$ cat src/rtl/logic_unit_pkg.sv
// logic_unit_pkg: op encodings shared by the pipelined logic unit and its users.
package logic_unit_pkg;
    localparam int OP_W = 3;
    typedef enum logic [OP_W-1:0] {
        OP_AND   = 3'd0,
        OP_OR    = 3'd1,
        OP_XOR   = 3'd2,
        OP_NOR   = 3'd3,
        OP_NAND  = 3'd4,
        OP_XNOR  = 3'd5,
        OP_ANDN  = 3'd6,
        OP_PASSA = 3'd7
    } op_e;
endpackage

$ cat src/rtl/logic_pipe_slice.sv
// logic_pipe_slice: one valid/ready register slice with fill-and-drain in the same cycle.
module logic_pipe_slice #(
    parameter int DW = 8,
    // MSB enables an async reset of the data register; low DW bits give its reset value
    parameter logic [DW:0] RESET_CFG = '0
) (
    input  logic          clock,
    input  logic          reset_n,
    input  logic          up_valid,
    output logic          up_ready,
    input  logic [DW-1:0] up_data,
    output logic          down_valid,
    input  logic          down_ready,
    output logic [DW-1:0] down_data
);
    assign up_ready = !down_valid || down_ready;
    always_ff @(posedge clock or negedge reset_n)
        if (!reset_n) down_valid <= 1'b0;
        else if (up_ready) down_valid <= up_valid;
    if (RESET_CFG[DW]) begin : g_rst
        always_ff @(posedge clock or negedge reset_n)
            if (!reset_n) down_data <= RESET_CFG[DW-1:0];
            else if (up_ready && up_valid) down_data <= up_data;
    end else begin : g_norst
        always_ff @(posedge clock)
            if (up_ready && up_valid) down_data <= up_data;
    end
endmodule

$ cat src/rtl/logic_unit_pipe.sv
// logic_unit_pipe: pipelined 8-op bitwise logic unit with zero/ones flags and full backpressure.
module logic_unit_pipe
    import logic_unit_pkg::*;
#(
    parameter int WIDTH  = 32,
    parameter int STAGES = 2,
    parameter int TAG_W  = 5
) (
    input  logic             clock,
    input  logic             reset_n,
    input  logic             in_valid,
    output logic             in_ready,
    input  logic [OP_W-1:0]  in_op,
    input  logic [WIDTH-1:0] in_a,
    input  logic [WIDTH-1:0] in_b,
    input  logic [TAG_W-1:0] in_tag,
    output logic             out_valid,
    input  logic             out_ready,
    output logic [WIDTH-1:0] out_result,
    output logic             out_zero,
    output logic             out_ones,
    output logic [TAG_W-1:0] out_tag
);
    localparam int DW = WIDTH + TAG_W + 2;
    // Output slice resets to zero=1, ones=0, tag=0, result=0
    localparam logic [DW:0] OUT_RST = {2'b11, {(DW - 1){1'b0}}};

    if (STAGES < 1 || STAGES > 4 || WIDTH < 1) begin : g_bad_params
        $fatal(1, "logic_unit_pipe: STAGES must be 1..4 and WIDTH >= 1");
    end

    logic [WIDTH-1:0] res;
    logic [STAGES:0]  v;
    logic [STAGES:0]  r;
    logic [DW-1:0]    d [STAGES+1];

    always_comb begin
        case (op_e'(in_op))
            OP_AND:   res = in_a & in_b;
            OP_OR:    res = in_a | in_b;
            OP_XOR:   res = in_a ^ in_b;
            OP_NOR:   res = ~(in_a | in_b);
            OP_NAND:  res = ~(in_a & in_b);
            OP_XNOR:  res = ~(in_a ^ in_b);
            OP_ANDN:  res = in_a & ~in_b;
            OP_PASSA: res = in_a;
        endcase
    end

    assign v[0]      = in_valid;
    assign d[0]      = {~|res, &res, in_tag, res};
    assign in_ready  = r[0];
    assign r[STAGES] = out_ready;

    for (genvar k = 0; k < STAGES; k++) begin : g_slice
        logic_pipe_slice #(
            .DW(DW),
            .RESET_CFG(k == STAGES - 1 ? OUT_RST : '0)
        ) u_slice (
            .clock(clock),
            .reset_n(reset_n),
            .up_valid(v[k]),
            .up_ready(r[k]),
            .up_data(d[k]),
            .down_valid(v[k+1]),
            .down_ready(r[k+1]),
            .down_data(d[k+1])
        );
    end

    assign out_valid = v[STAGES];
    assign {out_zero, out_ones, out_tag, out_result} = d[STAGES];
endmodule
$ cat config.mk
export PLATFORM = sky130hd
export DESIGN_NAME = logic_unit_pipe
export DESIGN_NICKNAME = d
export VERILOG_FILES = /design/src/rtl/logic_unit_pkg.sv /design/src/rtl/logic_pipe_slice.sv /design/src/rtl/logic_unit_pipe.sv
export SDC_FILE = /design/constraint.sdc
export NUM_CORES = 1
export LEC_CHECK = 0
export ABC_CLOCK_PERIOD_IN_PS = 5100
export CORE_AREA = 2 2 123 173
export DETAILED_ROUTE_END_ITERATION = 8
export DIE_AREA = 0 0 125 175
export HOLD_SLACK_MARGIN = 0.12
export MAX_ROUTING_LAYER = met4
export PLACE_DENSITY = 0.59
export SLEW_MARGIN = 20
export SYNTH_ARGS = -nofsm -noshare
export SYNTH_HDL_FRONTEND = slang
export SYNTH_SLANG_ARGS = --single-unit
$ cat constraint.sdc
create_clock -name clock -period 5.1 [get_ports clock]
set_clock_uncertainty 0.15 [all_clocks]
set_input_delay 0.51 -clock clock [delete_from_list [all_inputs] [get_ports clock]]
set_output_delay 0.51 -clock clock [all_outputs]
set_load 0.01 [all_outputs]
==> flow_summary.json, run 1 <==
{
  "finalSetupViolCount": 0,
  "post_drt_wl_per_cell_um": 14.96,
  "worst_setup_path_end_kind": "flip-flop",
  "grt_setup_unrepaired": "no",
  "maxSlewViolCount": 0,
  "maxCapViolations": 0,
  "hold_viol": 0,
  "cts_setup_buffers": 0,
  "syn_nets": 830,
  "cp.arrival_ns": 3.37,
  "die_y_um": 175,
  "fillers": 2022,
  "path_class": "in -> reg",
  "synth-edff-count": 39,
  "switching_share_pct": 28.41,
  "ios": 117,
  "drt_iter0_drc": 272,
  "synth_flop_cell": "dfrtp_1",
  "grt_use_total_pct": 13.94,
  "core_area_sq_um": 20320,
  "p_total_mw": 2.106,
  "crit_end": "g_slice[0].u_slice.down_data[37]",
  "grt_pass1_wl_mm": 24.00,
  "fin_nets": 891,
  "insertion_delay_ns": 0.33,
  "numCtsBuffers": 9,
  "combPwrFrac_pct": 30.6,
  "r2r-start": "g_slice[1].u_slice.down_valid",
  "synth_async_sr_flop_share_pct": 51.25,
  "startpoint": "in_op[1]",
  "r2r_setup_slack_ns": 2.96,
  "start_util_pct": 34.38,
  "place_inst": 963,
  "ant_nets": 0,
  "startpoint_type": "input pin",
  "worst_pin_slew_ns": 1.065,
  "met3_usage_pct": 1.868,
  "num_vias": 4850,
  "dp_hpwl_mm": 11.70,
  "powerDensity_nw_per_um2": 254.3,
  "drcViolationCount": 0,
  "hold_class": "reg -> reg",
  "use_met1_pct": 17.75,
  "fin_crit_sh_pct": 66.11,
  "cts-resized-gates": 0,
  "grt_start_max_net_pins": 92,
  "avgSynthCellArea_sq_um": 10.62,
  "drive_above_1_share_pct": 12.43,
  "layout_common_cells": "114 x clkdlybuf4s50_1, 96 x ha_1, 94 x inv_1",
  "layout_commonest_cell": "clkdlybuf4s50_1",
  "dp_slack_ns": 1.358,
  "diodes": 0,
  "cts_tree": "done",
  "cpPeakStageDelay_ns": 0.78,
  "ys_seq_elements": 80,
  "final_area_sq_um": 8282,
  "r2r_cells": 4,
  "fin_setup_tns_ns": 0,
  "die_w_um": 125,
  "fp-row-count": 62,
  "top_usage_layer": "met2",
  "gp_congestion": 0.8605,
  "use_met2_pct": 22.96,
  "netSwitchingPower_mw": 0.5983,
  "clkPwrFrac_pct": 30.4,
  "vias_per_cell": 4.949,
  "grt_pass1_vias": 4788,
  "post-route-worst-setup-slack_ns": 1.729,
  "leakagePower_nw": 3.682,
  "drt-total-wl_mm": 14.67,
  "yosysSeqAreaShare_pct": 31.46,
  "max_freq_mhz": 296.6,
  "cp_cell_sequence": "clkdlybuf4s50_1 > inv_2 > mux4_2 > nor4_1 > and4_1 > nand2_1 > a2111oi_2",
  "grt-ovfl-total": 0,
  "required_ns": 5.09,
  "cts.sinks": 80,
  "cts.htree.levels": 3,
  "syn_inst": 658,
  "synth_area_sq_um": 6987,
  "stdcell_count": 980,
  "cts_root_buf": "clkbuf_16",
  "yosysWarnings": 0,
  "antenna_found_initial": 0,
  "period_needed_ns": 3.371,
  "place_area_sq_um": 7966,
  "vdd_drop_max_uv": 133.0,
  "syn2layout_area_growth_pct": 18.54,
  "intPower_mw": 1.508,
  "first_pass_iters": 4,
  "portBuffers": 116,
  "timing.rr.end": "g_slice[1].u_slice.down_data[24]",
  "clockBufferDepth": 2,
  "p_seq_share_pct": 39.0,
  "hold_path_depth": 1,
  "die_area_sq_um": 21880,
  "cp_max_fo": 21,
  "cpMaxStageDelayCell": "clkdlybuf4s50_1",
  "max_slew_margin_pct": 28.99,
  "outcome": "finished, final reports clean",
  "clk_pin_slew_ns": 0.06,
  "synth.distinct_cells": 52
}
==> kinds of logic (layout without fill, tap and decap cells) <==
| kind of cell | after synthesis | after routing | share of synthesized area (%) |
|---|---|---|---|
| buf+inv | 167 | 233 | 12.73 |
| mux | 131 | 131 | 23.23 |
| simple gates | 104 | 104 | 7.540 |
| fa+ha+maj | 96 | 96 | 17.19 |
| compound gates | 80 | 80 | 7.844 |
| flops | 80 | 80 | 31.46 |
==> flip-flops by register name, summed over array words and instances (netlist names) <==
signal / count
g_slice.u_slice.down_valid: 2
g_slice.u_slice.down_data: 78
==> routing by layer <==
metal,share of wire [%],vias to the layer above,wire [um]
li1,-,2430,-
met3,3.9,17,577
met1,46,2282,6749
met4,1.9,0,272
met2,48,121,7066
met5,0,-,0
==> power groups by stage <==
stage                     combinational, mW  sequential [mW]  clock (mW)
after global placement                0.644            0.833           0
final                                 0.645            0.822       0.639
after global routing                  0.708            0.835       0.691
after CTS                             0.652            0.824       0.662
after detailed placement              0.650            0.838           0
after floorplan                       0.453            0.822           0
==> worst min-delay path by stage <==
stage | to | slack, ns | start
floorplan | g_slice[0].u_slice.down_valid | 0.06 | reset_n
global placement | g_slice[1].u_slice.down_data[25] | 0.31 | g_slice[0].u_slice.down_data[25]
detailed placement | g_slice[1].u_slice.down_data[22] | 0.31 | g_slice[0].u_slice.down_data[22]
CTS | g_slice[1].u_slice.down_data[23] | 0.22 | reset_n
global route | g_slice[1].u_slice.down_data[28] | 0.34 | g_slice[0].u_slice.down_data[28]
finish | g_slice[1].u_slice.down_data[22] | 0.32 | g_slice[0].u_slice.down_data[22]
==> layout make-up <==
| class | instances | area (sq um) | area share (%) |
|---|---|---|---|
| clock buffers | 9 | 225.2 | 2.719 |
| clock inverters | 7 | 77.57 | 0.9367 |
| inverters | 95 | 356.6 | 4.306 |
| multi-input cells | 411 | 3900 | 47.09 |
| flip-flops and latches | 80 | 2198 | 26.54 |
| well taps | 256 | 320.3 | 3.868 |
| repair buffers | 122 | 1204 | 14.53 |
==> timing repair <==
| action | CTS | global route |
|---|---|---|
| hold endpoints to repair | 0 | 40 |
| endpoints found under the setup margin | 0 | 0 |
| hold buffers | 0 | 1 |
==> stage by stage <==
stage | hold slack [ns] | utilization (%)
2_1_floorplan | 0.06441 | -
3_3_place_gp | 0.3086 | 39.20
5_1_grt | 0.3376 | 40.75
4_1_cts | 0.2170 | 40.69
6_report | 0.3237 | 40.75
3_5_place_dp | 0.3140 | 39.20
==> Yosys cell counts (2+ instances only) <==
| master | n | area share, % |
|---|---|---|
| or4_1 | 2 | 0.21 |
| a221oi_1 | 5 | 0.63 |
| o22ai_1 | 10 | 0.90 |
| nor2b_1 | 2 | 0.18 |
| clkbuf_1 | 9 | 0.48 |
| mux2i_1 | 59 | 8.5 |
| buf_8 | 2 | 0.43 |
| o221ai_1 | 6 | 0.75 |
| and2_1 | 2 | 0.18 |
| ha_1 | 96 | 17 |
| inv_1 | 94 | 5.1 |
| nand4b_1 | 2 | 0.25 |
| nor4_1 | 13 | 1.2 |
| a21oi_1 | 27 | 1.9 |
| o21ai_0 | 8 | 0.57 |
| a22oi_1 | 5 | 0.54 |
| buf_6 | 6 | 0.97 |
| nor2_1 | 37 | 2.0 |
| nor3_1 | 8 | 0.57 |
| edfxtp_1 | 39 | 17 |
| mux2_1 | 5 | 0.81 |
| mux4_2 | 9 | 2.9 |
| clkbuf_2 | 2 | 0.14 |
| mux4_1 | 8 | 3.0 |
| nand2_1 | 15 | 0.81 |
| buf_4 | 45 | 4.8 |
| dfrtp_1 | 40 | 14 |
| o2bb2ai_1 | 2 | 0.25 |
| mux2_2 | 50 | 8.1 |
| nand2b_1 | 6 | 0.54 |
| buf_2 | 6 | 0.43 |
| nand4_1 | 11 | 0.99 |
| a211oi_1 | 8 | 0.86 |
==> critical path, delay by kind of cell <==
family          cells  cell delay [ns]
mux                 1             0.60
compound gates      1             0.30
simple gates        3             0.59
buf+inv             2             1.34
Note: power is estimated with default switching activity, not from simulation.
==> run 2: changes to the inputs <==
ABC_CLOCK_PERIOD_IN_PS = 2900   (was 5100)
PLACE_DENSITY = 0.61   (was 0.59)
clock period = 2.9 ns   (was 5.1 ns; I/O delays follow)
==> flow_summary.json, run 2 (synthesis results as in run 1) <==
{
  "finalSetupViolCount": 0,
  "cpMaxStageDelayCell": "mux4_1",
  "worst_pin_slew_ns": 0.5592,
  "cpPeakStageDelay_ns": 0.56,
  "grt_use_total_pct": 14.05,
  "grt_start_max_net_pins": 42,
  "gp_congestion": 0.8045,
  "numCtsBuffers": 9,
  "intPower_mw": 2.681,
  "portBuffers": 116,
  "powerDensity_nw_per_um2": 420.9,
  "post_drt_wl_per_cell_um": 13.99,
  "vias_per_cell": 4.772,
  "grt_pass1_vias": 4961,
  "start_util_pct": 34.38,
  "clk_pin_slew_ns": 0.07,
  "path_class": "in -> reg",
  "diodes": 0,
  "fp-row-count": 62,
  "crit_family": "simple AND/OR/NAND/NOR gates",
  "maxSlewViolCount": 0,
  "drive_above_1_share_pct": 21.05,
  "startpoint_type": "input pin",
  "cp_max_fo": 3,
  "die_y_um": 175,
  "core_area_sq_um": 20320,
  "max_freq_mhz": 379.8,
  "hold-worst-slack_ns": 0.3252,
  "cp.arrival_ns": 2.63,
  "maxCapViolations": 0,
  "leakagePower_nw": 4.093,
  "worst_setup_path_end_kind": "flip-flop",
  "hold_class": "in -> async",
  "dp_slack_ns": -0.1226,
  "drcViolationCount": 0,
  "combPwrFrac_pct": 33.4,
  "grt_setup_unrepaired": "no",
  "syn2layout_area_growth_pct": 28.06,
  "die_area_sq_um": 21880,
  "drt-total-wl_mm": 14.81,
  "switching_share_pct": 28.82,
  "cts.htree.levels": 3,
  "layout_commonest_cell": "clkdlybuf4s50_1",
  "ant_nets": 0,
  "period_needed_ns": 2.633,
  "p_seq_share_pct": 38.3,
  "cp.buffers_inverters": 2,
  "final_core_util_pct": 44.02,
  "outcome": "finished, final reports clean",
  "clkPwrFrac_pct": 28.2,
  "layout_common_cells": "114 x clkdlybuf4s50_1, 96 x ha_1, 94 x inv_1",
  "cts_root_buf": "clkbuf_16",
  "grt-ovfl-total": 0,
  "die_w_um": 125,
  "max_slew_margin_pct": 62.72,
  "largest_reg_flops": 78,
  "ios": 117,
  "cts_setup_buffers": 0,
  "post-route-worst-setup-slack_ns": 0.2668,
  "fin_nets": 970,
  "grt_pass1_wl_mm": 24.10,
  "drt_iter0_drc": 183,
  "fin_crit_sh_pct": 90.80,
  "netSwitchingPower_mw": 1.085,
  "cts.sinks": 80,
  "reg.largest.list": "g_slice.u_slice.down_data (78), g_slice.u_slice.down_valid (2)",
  "top_register": "g_slice.u_slice.down_data",
  "cts_tree": "done",
  "first_pass_iters": 5,
  "dp_hpwl_mm": 12.19,
  "insertion_delay_ns": 0.33,
  "num_vias": 5054,
  "antenna_found_initial": 0,
  "hold_viol": 0,
  "cp_cell_sequence": "clkdlybuf4s50_1 > inv_1 > ha_1 > mux4_1 > nor4_1 > and4_1 > nand2_1 > a2111oi_2",
  "required_ns": 2.90,
  "vdd_drop_max_uv": 278.7,
  "clockBufferDepth": 2
}
run 2: cell types whose count changed in the layout (fill, tap and decap cells not counted), sizes merged:
cell,delta
buf,+79
clkinv,-1
bufinv,-1
clkinvlp,-1
inv,+3
run 2: worst paths after layout:
path	from	cells after the start	to	slack, ns
max reg2reg	g_slice[1].u_slice.down_valid	3	g_slice[0].u_slice.down_data[19]	1.22
max in group asynchronous	reset_n	3	g_slice[1].u_slice.down_data[38]	1.69
max	in_a[24]	8	g_slice[0].u_slice.down_data[37]	0.27
min reg2reg	g_slice[0].u_slice.down_data[4]	1	g_slice[1].u_slice.down_data[4]	0.33
min in group clock	g_slice[0].u_slice.down_data[4]	1	g_slice[1].u_slice.down_data[4]	0.33
min	reset_n	2	g_slice[1].u_slice.down_data[27]	0.33
run 2: worst register-to-register path: cells and delay by family (launching register included):
kind / cells / cell delay, ns
buf+inv: 1 / 0.24
simple gates: 2 / 0.58
flops: 1 / 0.39
run 2: power groups by stage:
stage | combinational, mW | clock [mW] | sequential (mW)
global placement | 1.25 | 0 | 1.47
finish | 1.26 | 1.06 | 1.44
floorplan | 0.797 | 0 | 1.45
detailed placement | 1.27 | 0 | 1.47
global route | 1.38 | 1.15 | 1.47
CTS | 1.27 | 1.11 | 1.45
run 2: per-layer routing:
metal,global-route usage [%],share of wire [%],routed length [um]
met1,17.44,45,6689
met2,24.18,51,7488
met3,1.470,3.1,454
met4,4.259,1.2,181
met5,-,0,0
run 2: stage by stage:
| step | total power, mW | TNS (ns) | instances | cell area, sq um |
|---|---|---|---|---|
| 2_1_floorplan | 2.243 | 0 | 658 | 6987 |
| 5_1_grt | 3.997 | 0 | 1059 | 8947 |
| 4_1_cts | 3.830 | 0 | 1058 | 8920 |
| 3_5_place_dp | 2.743 | -0.1477 | 1041 | 8627 |
| 6_report | 3.766 | 0 | 1059 | 8947 |
| 3_3_place_gp | 2.717 | -0.09732 | 1041 | 8627 |
run 2: cell type report:
type,count,area [sq um]
Inverter,95,356.6
Tap cell,256,320.3
Multi-Input combinational cell,411,3900
Sequential cell,80,2198
Timing Repair Buffer,201,1889
Clock buffer,9,225.2
Fill cell,1998,11380
Clock inverter,7,57.56
run 2: repair_timing:
action,in CTS,in global routing
resized for setup,0,0
hold endpoints to repair,40,0
hold buffers,1,0
setup endpoints to repair,0,0
